==> config.mk <==
export PLATFORM = sky130hd
export DESIGN_NAME = mem_wb_stage
export DESIGN_NICKNAME = d
export VERILOG_FILES = /design/src/rtl/mem_wb_stage.sv
export SDC_FILE = /design/constraint.sdc
export NUM_CORES = 1
export LEC_CHECK = 0
export CORE_ASPECT_RATIO = 0.7
export CORE_MARGIN = 4
export CORE_UTILIZATION = 35
export DETAILED_ROUTE_END_ITERATION = 12
export DONT_BUFFER_PORTS = 1
export GPL_TIMING_DRIVEN = 0
export MAX_ROUTING_LAYER = met4
export PLACE_DENSITY = 0.62
export SLEW_MARGIN = 40
export SYNTH_ARGS = -nofsm -noshare
export SYNTH_HDL_FRONTEND = slang
export SYNTH_SLANG_ARGS = --single-unit
==> constraint.sdc <==
create_clock -name clk -period 5.5 [get_ports clk]
set_input_delay 0.825 -clock clk [delete_from_list [all_inputs] [get_ports clk]]
set_output_delay 0.825 -clock clk [all_outputs]
set_load 0.01 [all_outputs]
==> src/rtl/mem_wb_stage.sv <==
// MEM stage bus sequencer and MEM/WB pipeline register.
// A load or store holds the front of the pipe until the bus acks or the watchdog expires.
module mem_wb_stage #(
    parameter int TIMEOUT = 16
) (
    input  logic        clk,
    input  logic        startin,
    input  logic [1:0]  MEM_wb,
    input  logic        MEM_branch,
    input  logic        MEM_mem_read,
    input  logic        MEM_mem_write,
    input  logic        MEM_zero,
    input  logic [31:0] MEM_branch_target,
    input  logic [31:0] MEM_alu_result,
    input  logic [31:0] MEM_forward_b_mux_out,
    input  logic [4:0]  MEM_reg_dst_mux_out,
    output logic        dmem_req,
    output logic        dmem_we,
    output logic [31:0] dmem_addr,
    output logic [31:0] dmem_wdata,
    input  logic [31:0] dmem_rdata,
    input  logic        dmem_ack,
    output logic        mem_stall,
    output logic        pc_src,
    output logic [31:0] pc_branch_target,
    output logic [1:0]  WB_wb,
    output logic [31:0] WB_read_data,
    output logic [31:0] WB_alu_result,
    output logic [4:0]  WB_reg_dst_mux_out,
    output logic        bus_err,
    output logic        align_err,
    output logic [1:0]  dbg_state
);

    // Bus handshake: dmem_req stays high with stable addr/we/wdata until the
    // cycle dmem_ack is seen; dmem_rdata is only sampled in that cycle.
    typedef enum logic [1:0] {
        IDLE = 2'd0,
        BUSY = 2'd1,
        DONE = 2'd2
    } state_t;

    localparam logic [7:0] CNT_LAST = 8'(TIMEOUT - 1);

    state_t      state_q, state_d;
    logic [7:0]  cnt_q;
    logic [31:0] addr_q, wdata_q, cap_q;
    logic        we_q, is_read_q, timed_out_q;

    logic access, misaligned, aligned_access, expire;

    assign access         = MEM_mem_read | MEM_mem_write;
    assign misaligned     = access & (MEM_alu_result[1:0] != 2'b00);
    assign aligned_access = access & ~misaligned;
    assign expire         = (cnt_q == CNT_LAST);

    assign pc_src           = MEM_branch & MEM_zero & (state_q == IDLE);
    assign pc_branch_target = MEM_branch_target;
    assign dbg_state        = state_q;

    always_comb begin
        state_d    = state_q;
        mem_stall  = 1'b0;
        dmem_req   = 1'b0;
        dmem_we    = 1'b0;
        dmem_addr  = 32'd0;
        dmem_wdata = 32'd0;
        case (state_q)
            IDLE: begin
                if (aligned_access) begin
                    mem_stall = ~startin;
                    state_d   = BUSY;
                end
            end
            BUSY: begin
                mem_stall  = 1'b1;
                dmem_req   = 1'b1;
                dmem_we    = we_q;
                dmem_addr  = addr_q;
                dmem_wdata = wdata_q;
                if (dmem_ack || expire) state_d = DONE;
            end
            DONE:    state_d = IDLE;
            default: state_d = IDLE;
        endcase
    end

    always_ff @(posedge clk or posedge startin) begin
        if (startin) begin
            state_q            <= IDLE;
            cnt_q              <= 8'd0;
            addr_q             <= 32'd0;
            wdata_q            <= 32'd0;
            cap_q              <= 32'd0;
            we_q               <= 1'b0;
            is_read_q          <= 1'b0;
            timed_out_q        <= 1'b0;
            bus_err            <= 1'b0;
            align_err          <= 1'b0;
            WB_wb              <= 2'b00;
            WB_read_data       <= 32'd0;
            WB_alu_result      <= 32'd0;
            WB_reg_dst_mux_out <= 5'd0;
        end else begin
            state_q <= state_d;
            // Bubble by default; only a plain op or a finished access writes back.
            WB_wb              <= 2'b00;
            WB_read_data       <= 32'd0;
            WB_alu_result      <= 32'd0;
            WB_reg_dst_mux_out <= 5'd0;
            case (state_q)
                IDLE: begin
                    if (aligned_access) begin
                        addr_q      <= MEM_alu_result;
                        wdata_q     <= MEM_forward_b_mux_out;
                        we_q        <= MEM_mem_write;
                        is_read_q   <= MEM_mem_read & ~MEM_mem_write;
                        cnt_q       <= 8'd0;
                        timed_out_q <= 1'b0;
                    end else if (misaligned) begin
                        align_err <= 1'b1;
                    end else begin
                        WB_wb              <= MEM_wb;
                        WB_alu_result      <= MEM_alu_result;
                        WB_reg_dst_mux_out <= MEM_reg_dst_mux_out;
                    end
                end
                BUSY: begin
                    if (dmem_ack) begin
                        cap_q <= is_read_q ? dmem_rdata : 32'd0;
                    end else if (expire) begin
                        bus_err     <= 1'b1;
                        timed_out_q <= 1'b1;
                        cap_q       <= 32'd0;
                    end else begin
                        cnt_q <= cnt_q + 8'd1;
                    end
                end
                DONE: begin
                    WB_wb              <= timed_out_q ? 2'b00 : MEM_wb;
                    WB_read_data       <= cap_q;
                    WB_alu_result      <= MEM_alu_result;
                    WB_reg_dst_mux_out <= MEM_reg_dst_mux_out;
                end
                default: ;
            endcase
        end
    end

endmodule

; ---- Word-level counts from Yosys, hierarchy flattened
; Cells that the tools add are included.
[totals]
regBits = 182
inputBits = 142
output_inout_bits = 175
wordCells = 77
[classes]
addsub = 1
n_eq_ne = 8
n_mux = 31
n_bitwise = 11
n_reduce_logical = 12
[ops]
columns = operator, count
row1 = $mux 32, 8
row2 = $pmux 32 s2, 1
row3 = $mux 8, 3
row4 = $pmux 8 s2, 1
row5 = $mux 2, 5
row6 = $mux 5, 2
row7 = $ne 2x2->1 const B, 5
row8 = $pmux 5 s2, 1
row9 = $add 8x1->8 const B, 1
row10 = $eq 8x4->1 const B, 1
row11 = $pmux 2 s2, 2
row12 = $reduce_and 4->1, 2
row13 = $mux 1, 6
row14 = $reduce_and 2->1, 3
row15 = $reduce_and 3->1, 2
row16 = $reduce_bool 2->1, 3
row17 = $and 1x1->1, 5
row18 = $not 1->1, 5
row19 = $pmux 1 s2, 2
row20 = $eq 2x1->1 const B, 1
row21 = $eq 2x2->1 const B, 1
row22 = $logic_not 2->1, 1
row23 = $logic_or 1x1->1, 1
row24 = $or 1x1->1, 1

; ---- Depth between registers and ports, before layout
; Gate-level depths: netlist of run 1.
[logic_depth]
word_depth = 6
depth_mapped = 6
ltp_nobuf = 6

; ---- Worst setup path before layout of run 1
; OpenSTA, ideal clock, no wires.
[synth_timing]
kind = input port to output port
startpoint = input port startin
endpoint = output port mem_stall
arrival_time_ps = 5145
required_time_ps = 4675
setup_slack_ps = -470
path_stages = 2
n_path_buf = 0
path_cell_list = inv_1 a31o_2
[synth_via]
elab_chain_len = 3
[synth_rtl]
columns = element, line_no
row1 = "start, declared", 7  ; input logic startin,
row2 = $not 1->1, 71  ; mem_stall = ~startin;
row3 = $mux 1, 70  ; if (aligned_access) begin
row4 = $pmux 1 s2, 68  ; case (state_q)
row5 = "end, declared", 23  ; output logic mem_stall,
; Every way passes these cells.

; ---- Worst setup path after layout of run 1
[layout_timing]
startpoint = register state_q[0], in the netlist dbg_state[0]
endpoint = output port dmem_addr[10]
[layout_via]
elab_chain_len = 2
[layout_rtl]
columns = element, line_no
row1 = "start, declared", 45  ; state_t state_q, state_d;
row2 = "start signal, assigned", 105  ; state_q <= state_d;
row3 = $eq 2x1->1, 68
row4 = $mux 32, 68
row5 = "end, declared", 19  ; output logic [31:0] dmem_addr,
; Every way passes these cells.

==> summary.txt, run 1 <==
Layout
  – Share of cells above drive strength 1: 27.9%
  – Post-layout utilization of the core: 41.7%
  – Fill count: 1853
  – NumNets Final: 703
  – N_diodes: 0
  – Synth-to-Final Area Change: 15.8%

Synth
  – Synth unique cells: 36
  – Most frequent cell after synthesis: dfrtp_1
  – Sequential area share after synthesis: 63.2%
  – Share of the synthesized area in the top cell type: 63.2%
  – Async SR Flop Fraction: 100%
  – Post-Synthesis Cell Area: 0.00720 mm²
  – Synth area leader: dfrtp_1
  – Synth top cells by count: dfrtp_1 (182), and2_1 (137), mux2_2 (64)
  – Cells after Synth: 533
  – Warnings, synthesis: 0
  – Net Count, Synth: 676
  – Synth top area cells: dfrtp_1 (63%), and2_1 (12%), mux2_2 (10%), a22o_1 (4.1%), buf_4 (3.5%)
  – FF+latch count, synth: 182
  – Most common flop cell mapped by yosys: dfrtp_1
  – Syn_area_per_cell: 13.5 µm²
  – Post-synth EDFFs: 0

Drt
  – Vias per cell: 4.88
  – # DRC: 0
  – Final wirelength: 16600 µm
  – 1st-iter DRT viols: 198
  – Drt pass-1 iters: 4
  – WL/cell: 19.7 µm
  – Vias post-DR: 4110
  – Routed Antenna Nets: 0

Timing
  – Slew HR: 66.8%
  – Pins over their slew limit: 0
  – Crit share post-route: 58.9%
  – Worst-margin pin slew: 498 ps
  – Skew final: 14.9 ps
  – Fmax: 309 MHz
  – Fin worst setup slack: 2260 ps
  – Final Hold Viols: 0
  – Fin Setup TNS: 0 ps
  – Hold_ws: 140 ps
  – Final setup fails: 0
  – Final Critical Period: 3240 ps
  – RSZ-0062 raised after global routing: false

Floorplanning
  – Starting Density: 36.0%
  – Die width: 179 µm
  – Die area: 0.0230 mm²
  – Die height: 128 µm
  – Core area: 0.0200 mm²
  – I/O pins: 317
  – Cell Rows: 43

Setup path
  – Worst setup path start: dbg_state[0]
  – Reg2reg path depth: 5
  – Reg2Reg Launch Point: dbg_state[1]
  – Worst-path fanout max: 10
  – Worst setup path class: flip-flop to output port
  – Crit path launch type: flip-flop
  – Worst Path Arrival: 2410 ps
  – Reg2reg setup slack: 3580 ps
  – WP data required: 4680 ps
  – Worst reg2reg path endpoint: wdata_q[27]
  – Worst Setup End Kind: output port

Worst hold path
  – Min-Delay Path Class: input port to asynchronous set/reset pin

CTS
  – Clock Latency Late Sink: 420 ps
  – Post-CTS sizing: 0
  – H-Tree Depth: 4
  – Clock Tree Buf Depth: 2
  – Clock sinks: 182
  – CTS tree: built
  – CTS Hold Bufs: 0
  – TritonCTS Buffers: 17
  – Post-CTS Setup Bufs: 0
  – Clk root buf: clkbuf_16
  – Reg clk slew, reported paths: 70 ps

GRT
  – Largest net degree at the start of global routing: 31
  – GRT Util Overall: 15.0%
  – Global-route wire length before repair: 26300 µm
  – Vias in the first global route: 4559
  – GR Overflow Total: 0
  – Initial antenna violation count: 0

Placed design
  – Pre-CTS setup slack: 2660 ps
  – RePlAce Congestion: 0.784
  – Post-DP HPWL: 12800 µm
  – IO Port Bufs: 0

Power
  – Lkg Pwr: 0.00397 µW
  – VDD IR max: 0.154 mV
  – PD cells: 415 mW/mm²

Job
  – Max_cap viols: 0

Outcome
  – Status: completed
==> layer usage <==
layer | track usage (%) | wire length (µm) | up-vias
li1 | - | - | 1800
met5 | - | 0 | -
met4 | 4.30 | 175 | 0
met3 | 5.84 | 1330 | 15
met2 | 23.6 | 8110 | 201
met1 | 18.2 | 6990 | 2094
==> report_power, final <==
group	total [µW]	leakage (µW)	switching [µW]	internal, µW
combinational	477	0.00132	225	252
clock	1290	0.000302	551	735
sequential	1700	0.00235	132	1570
==> cells by family (layout without fill, tap and decap cells) <==
kind of cell / after synthesis / after routing / share of synthesized area [%]
adder cells (fa/ha/maj): 1 / 1 / 0.174
buffers and inverters: 65 / 105 / 5.75
flip-flops: 182 / 182 / 63.2
multiplexers: 64 / 64 / 10.0
XOR/XNOR: 1 / 1 / 0.122
AND/OR/NAND/NOR: 172 / 172 / 14.9
AO/OA/AOI/OAI: 48 / 48 / 5.84
==> metrics by stage <==
| step | total power [µW] | instances | cell area, µm² |
|---|---|---|---|
| floorplan | 2070 | 533 | 7210 |
| global placement | 2170 | 803 | 7550 |
| detailed placement | 2220 | 811 | 7730 |
| CTS | 3520 | 843 | 8340 |
| global route | 3650 | 843 | 8340 |
| finish | 3470 | 843 | 8340 |
==> cell usage in the layout, fill, tap and decap left out, types with 2 or more instances in the layout <==
| cell | synthesis | final |
|---|---|---|
| clkbuf_1 | 13 | 15 |
| clkbuf_16 | 0 | 17 |
| bufinv_16 | 0 | 3 |
| a21oi_1 | 3 | 3 |
| buf_6 | 4 | 4 |
| and3_1 | 7 | 7 |
| inv_8 | 0 | 2 |
| buf_12 | 0 | 5 |
| and2_1 | 137 | 137 |
| mux2_2 | 64 | 64 |
| buf_4 | 34 | 34 |
| buf_16 | 0 | 3 |
| nor4_1 | 2 | 2 |
| nand3_1 | 2 | 2 |
| a22o_1 | 34 | 34 |
| a21o_1 | 2 | 2 |
| nand2_1 | 4 | 4 |
| dfrtp_1 | 182 | 182 |
| inv_6 | 0 | 7 |
| inv_1 | 4 | 3 |
| nor2_1 | 9 | 9 |
| a211o_1 | 2 | 2 |
| buf_2 | 10 | 10 |
| a221o_1 | 2 | 2 |
==> sequential cells by signal (all words and copies together) (netlist names) <==
| register | cells |
|---|---|
| timed_out_q | 1 |
| is_read_q | 1 |
| wdata_q | 32 |
| WB_read_data | 32 |
| we_q | 1 |
| addr_q | 32 |
| cnt_q | 8 |
| WB_reg_dst_mux_out | 5 |
| cap_q | 32 |
| dbg_state | 2 |
| bus_err | 1 |
| WB_alu_result | 32 |
| WB_wb | 2 |
| align_err | 1 |
==> final cells by class <==
class	count	area (µm²)	share of cell area, %
sequential	182	4550	54.6
multi-input combinational	286	2240	26.8
clock buffer	19	433	5.19
buffer	61	399	4.78
tap	270	338	4.05
clock inverter	13	183	2.19
timing repair buffer	8	183	2.19
inverter	4	18.8	0.225
==> how the worst max path moves through the flow <==
stage,endpoint,slack [ps]
floorplan,mem_stall,620
global placement,mem_stall,-320
detailed placement,dmem_addr[10],2660
CTS,dmem_addr[10],2210
global route,dmem_addr[8],2060
finish,dmem_addr[10],2260
==> critical path, stage by stage (launching register included) <==
cell and delay [ps]:
dfrtp_1 550, nor2b_4 220, buf_6 160, clkbuf_1 390
clkbuf_1 410, and2_1 270
No activity file was read; power rests on OpenSTA's default activity.
==> inputs of run 2 (changes only) <==
--- a/config.mk
+++ b/config.mk
@@ -12,7 +12,7 @@
 export DONT_BUFFER_PORTS = 1
 export GPL_TIMING_DRIVEN = 0
 export MAX_ROUTING_LAYER = met4
-export PLACE_DENSITY = 0.62
+export PLACE_DENSITY = 0.6
 export SLEW_MARGIN = 40
 export SYNTH_ARGS = -nofsm -noshare
 export SYNTH_HDL_FRONTEND = slang
==> constraint.sdc (replaced) <==
create_clock -name clk -period 3.05 [get_ports clk]
set_input_delay 0.4575 -clock clk [delete_from_list [all_inputs] [get_ports clk]]
set_output_delay 0.4575 -clock clk [all_outputs]
set_load 0.01 [all_outputs]
==> summary.txt, run 2 (synthesis gave the netlist of run 1 again) <==
Timing
  – RSZ-0062 raised after global routing: false
  – Worst-margin pin slew: 499 ps
  – Pins over their slew limit: 0
  – Crit share post-route: 92.7%
  – Skew final: 14.9 ps
  – Final Critical Period: 2830 ps
  – Final setup fails: 0
  – Fmax: 354 MHz
  – Slew HR: 66.7%
  – Hold_ws: 146 ps
  – Final Hold Viols: 0

GRT
  – GRT Util Overall: 14.7%
  – Largest net degree at the start of global routing: 31
  – GR Overflow Total: 0
  – Global-route wire length before repair: 25900 µm
  – Vias in the first global route: 4540
  – Initial antenna violation count: 1

Drt
  – Drt pass-1 iters: 4
  – Routed Antenna Nets: 0
  – Vias per cell: 4.83
  – Wl on met1: 7250 µm
  – Met3 routed WL: 1240 µm
  – 1st-iter DRT viols: 191
  – DR top layer: met4
  – Met2 wire length: 7940 µm
  – Vias post-DR: 4082
  – Final wirelength: 16600 µm
  – WL/cell: 19.6 µm
  – # DRC: 0

Layout
  – Flip-flop and latch area: 0.00455 mm²
  – Synth-to-Final Area Change: 16.0%
  – NumNets Final: 704
  – Final Non-Filler Cells: 845
  – Commonest non-fill, non-tap cells in the layout: dfrtp_1 (182), and2_1 (137), mux2_2 (64)
  – Post-layout utilization of the core: 41.8%
  – Most common cell after layout, fill and taps aside: dfrtp_1
  – Area occupied by multi-input gates: 0.00224 mm²
  – Share of cells above drive strength 1: 28.4%
  – Fill count: 1859

Setup path
  – Worst Setup End Kind: output port
  – Worst-path fanout max: 10
  – Worst setup path class: flip-flop to output port
  – CP Buf/Inv Count: 3
  – Reg2reg setup slack: 1070 ps
  – Worst Path Arrival: 2370 ps
  – CP peak stage delay: 560 ps
  – Crit path launch type: flip-flop
  – WP data required: 2590 ps
  – Crit path cell chain: nor2b_4, buf_6, clkbuf_1, clkbuf_1, and2_1
  – Critical path's top delay family: buffers and inverters
  – Most common cell on crit path: clkbuf_1
  – Crit path max-delay cell type: dfrtp_1

CTS
  – Clock Latency Late Sink: 430 ps
  – Post-CTS Setup Bufs: 0
  – H-Tree Depth: 4
  – TritonCTS Buffers: 17
  – Reg clk slew, reported paths: 70 ps
  – CTS tree: built
  – Clk root buf: clkbuf_16
  – Clock sinks: 182
  – Clock Tree Buf Depth: 2

Placed design
  – Post-DP HPWL: 12800 µm
  – Placed Cells: 811
  – IO Port Bufs: 0
  – RePlAce Congestion: 0.725

Power
  – Lkg Pwr: 0.00398 µW
  – VDD IR max: 0.265 mV
  – PD cells: 732 mW/mm²

Floorplanning
  – I/O pins: 317
  – Die height: 128 µm
  – Cell Rows: 43
  – Core area: 0.0200 mm²
  – Die area: 0.0230 mm²
  – Starting Density: 36.0%
  – Die width: 179 µm

Job
  – Max_cap viols: 0

Worst hold path
  – Min-Delay Path Class: input port to flip-flop

Outcome
  – Status: completed
[run 2: timing repair]
| action | CTS | global route |
|---|---|---|
| endpoints found under the setup margin | 0 | 10 |
| hold endpoints to repair | 7 | 0 |
| gates resized for setup | 0 | 2 |
| hold buffers | 1 | 0 |
[run 2: path summary, 6_finish.rpt]
| check | cells past startpoint | startpoint | to |
|---|---|---|---|
| worst max-delay path | 5 | dbg_state[0] | dmem_addr[5] |
| worst min-delay path | 1 | MEM_mem_write | is_read_q |
| worst max register to register | 5 | dbg_state[1] | wdata_q[22] |
| worst min register to register | 2 | is_read_q | is_read_q |
| max in group asynchronous | 5 | startin | WB_alu_result[28] |
| min in group asynchronous | 2 | startin | cap_q[5] |
[run 2: report_power, final]
group | switching (µW) | internal, µW | total, µW | leakage [µW]
Clock | 1060 | 1120 | 2180 | 0.000290
Combinational | 406 | 458 | 864 | 0.00133
Sequential | 237 | 2830 | 3070 | 0.00235
Total | 1700 | 4410 | 6110 | 0.00398
[run 2: final cells by class]
| type | count | share of cell area, % |
|---|---|---|
| Sequential cell | 182 | 54.5 |
| Multi-Input combinational cell | 286 | 26.8 |
| Clock buffer | 18 | 5.26 |
| Buffer | 61 | 4.79 |
| Tap cell | 270 | 4.04 |
| Timing Repair Buffer | 9 | 2.58 |
| Clock inverter | 14 | 1.83 |
| Inverter | 4 | 0.225 |
| Antenna cell | 1 | 0.0299 |
[run 2: routing by layer]
metal / track usage (%) / up-vias
li1: - / 1802
met1: 18.4 / 2080
met2: 22.6 / 185
met3: 5.84 / 15
met4: 3.54 / 0
met5: - / -
[run 2: metrics by stage]
step	setup WS [ps]	instance area, µm²	total power (µW)	setup TNS (ps)
finish	223	8360	6110	0
detailed placement	594	7750	4000	0
global route	28.8	8360	6430	0
floorplan	-1100	7210	3730	-1100
CTS	128	8350	6210	0
global placement	-2050	7550	3910	-102100
==> inputs of run 3 (changes only) <==
--- a/config.mk
+++ b/config.mk
@@ -11,8 +11,8 @@
 export DETAILED_ROUTE_END_ITERATION = 12
 export DONT_BUFFER_PORTS = 1
 export GPL_TIMING_DRIVEN = 0
-export MAX_ROUTING_LAYER = met4
 export PLACE_DENSITY = 0.6
+export REMOVE_ABC_BUFFERS = 1
 export SLEW_MARGIN = 40
 export SYNTH_ARGS = -nofsm -noshare
 export SYNTH_HDL_FRONTEND = slang
==> summary.txt, run 3 (synthesis gave the netlist of run 1 again) <==
Floorplanning
  – Core area: 0.0200 mm²
  – Die width: 179 µm
  – I/O pins: 317
  – Cell Rows: 43
  – Starting Density: 36.0%
  – Die area: 0.0230 mm²
  – Die height: 128 µm

Placed design
  – IO Port Bufs: 0
  – RePlAce Congestion: 0.719
  – Post-DP HPWL: 11900 µm

Setup path
  – Crit path max-delay cell type: dfrtp_1
  – Worst reg2reg path endpoint: cnt_q[5]
  – Crit path launch type: flip-flop
  – Reg2reg path depth: 4
  – Worst-path fanout max: 34
  – Crit path cell chain: nor2b_4, buf_16, buf_8, and2_1
  – Worst Setup End Kind: output port
  – Reg2Reg Launch Point: dbg_state[0]
  – Worst setup path class: flip-flop to output port
  – CP peak stage delay: 580 ps
  – WP data required: 2590 ps
  – Reg2reg setup slack: 890 ps
  – Worst Path Arrival: 2150 ps

Layout
  – Commonest non-fill, non-tap cells in the layout: dfrtp_1 (182), and2_1 (137), mux2_2 (64)
  – Share of cells above drive strength 1: 22.7%
  – NumNets Final: 642
  – Most common cell after layout, fill and taps aside: dfrtp_1
  – Fill count: 1876
  – Synth-to-Final Area Change: 10.3%

Power
  – P_sw: 1680 µW
  – Clock power frac: 36.2%
  – Lkg Pwr: 0.00372 µW
  – Net Sw Frac: 27.8%
  – Part of the power in combinational logic: 13.1%
  – VDD IR max: 0.280 mV
  – Part of the power in registers: 50.7%
  – PD cells: 761 mW/mm²
  – Internal: 4360 µW

CTS
  – H-Tree Depth: 4
  – Clk root buf: clkbuf_16
  – CTS tree: built
  – Clock Latency Late Sink: 420 ps
  – Reg clk slew, reported paths: 80 ps
  – Clock sinks: 182
  – Post-CTS Setup Bufs: 0
  – Post-CTS sizing: 0
  – TritonCTS Buffers: 17
  – Clock Tree Buf Depth: 2

GRT
  – Initial antenna violation count: 3
  – GR Overflow Total: 0
  – Vias in the first global route: 4139
  – Largest net degree at the start of global routing: 85
  – Global-route wire length before repair: 25200 µm
  – GRT Util Overall: 14.1%

Timing
  – Slew HR: 56.1%
  – Crit share post-route: 85.5%
  – Final setup fails: 0
  – Skew final: 9.52 ps
  – Hold_ws: 141 ps
  – Worst-margin pin slew: 658 ps
  – Final Hold Viols: 0
  – RSZ-0062 raised after global routing: false
  – Fin Setup TNS: 0 ps
  – Final Critical Period: 2610 ps
  – Pins over their slew limit: 0
  – Fmax: 383 MHz

Drt
  – Routed Antenna Nets: 0
  – Final wirelength: 16300 µm
  – Drt pass-1 iters: 4
  – Vias per cell: 5.00
  – Vias post-DR: 3918
  – 1st-iter DRT viols: 206
  – # DRC: 0
  – WL/cell: 20.8 µm

Worst hold path
  – Worst Hold Launch: MEM_mem_write
  – Hold Crit Depth: 1
  – Min-Delay Path Class: input port to flip-flop
  – Worst hold endpoint: is_read_q

Job
  – Max_cap viols: 0

Outcome
  – Status: completed
run 3: cell types whose count changed in the layout (fill, tap and decap cells not counted), moves of 2 or more:
cell      before  now
buf_8          0    2
buf_2         10    0
inv_8          5    7
buf_16         6    4
buf_6          4    0
clkbuf_1      12    0
buf_4         34    0
run 3: layout make-up:
type                    instances  area, µm²  area share (%)
diodes                          2       5.00          0.0630
clock buffers                  17        425            5.36
clock inverters                15        174            2.19
inverters                       4       22.5           0.284
multi-input cells             286       2250            28.4
flip-flops and latches        182       4550            57.3
well taps                     270        338            4.25
repair buffers                  8        170            2.14
run 3: layer usage:
layer | routed length (µm) | vias to the layer above | share of wire (%) | GRT usage (%)
li1 | - | 1686 | - | -
met1 | 7130 | 2017 | 44 | 18.3
met2 | 7340 | 196 | 45 | 20.3
met3 | 1610 | 17 | 9.9 | 7.74
met4 | 211 | 2 | 1.3 | 3.99
met5 | 20 | - | 0.12 | 1.68
run 3: repair_timing:
item | 4_1_cts | 5_1_grt
hold endpoints to repair | 16 | 0
hold buffers | 1 | 0
setup endpoints to repair | 0 | 0
run 3: power by group through the flow:
stage	Combinational [µW]	Clock [µW]	Sequential [µW]
floorplan	630	0	3030
global placement	739	0	3090
detailed placement	803	0	3110
CTS	808	2270	3070
global route	875	2380	3110
finish	791	2190	3060
run 3: worst max-delay path, delay by kind of cell (launching register included):
family	cells	cell delay, ps
DFF	1	580
buffers and inverters	2	420
and+or+nand+nor	2	700
run 3: worst max path at each step:
stage | from | to | slack, ps | depth (start not counted)
2_1_floorplan | startin | WB_alu_result[0] | -2370 | 1
3_3_place_gp | startin | wdata_q[5] | -3960 | 1
3_5_place_dp | dbg_state[0] | dmem_addr[5] | 890 | 4
4_1_cts | dbg_state[0] | dmem_addr[5] | 410 | 4
5_1_grt | dbg_state[0] | dmem_addr[5] | 300 | 4
6_report | dbg_state[0] | dmem_addr[5] | 440 | 4
run 3: per-stage QoR:
stage	std cells	worst slack (ps)	cell area (µm²)	total power, µW	utilization [%]
6_report	784	441	7940	6050	39.7
5_1_grt	784	298	7940	6370	39.7
4_1_cts	781	406	7920	6140	39.6
3_5_place_dp	748	893	7310	3920	36.5
3_3_place_gp	742	-3960	7140	3830	35.7
2_1_floorplan	472	-2370	6810	3660	-
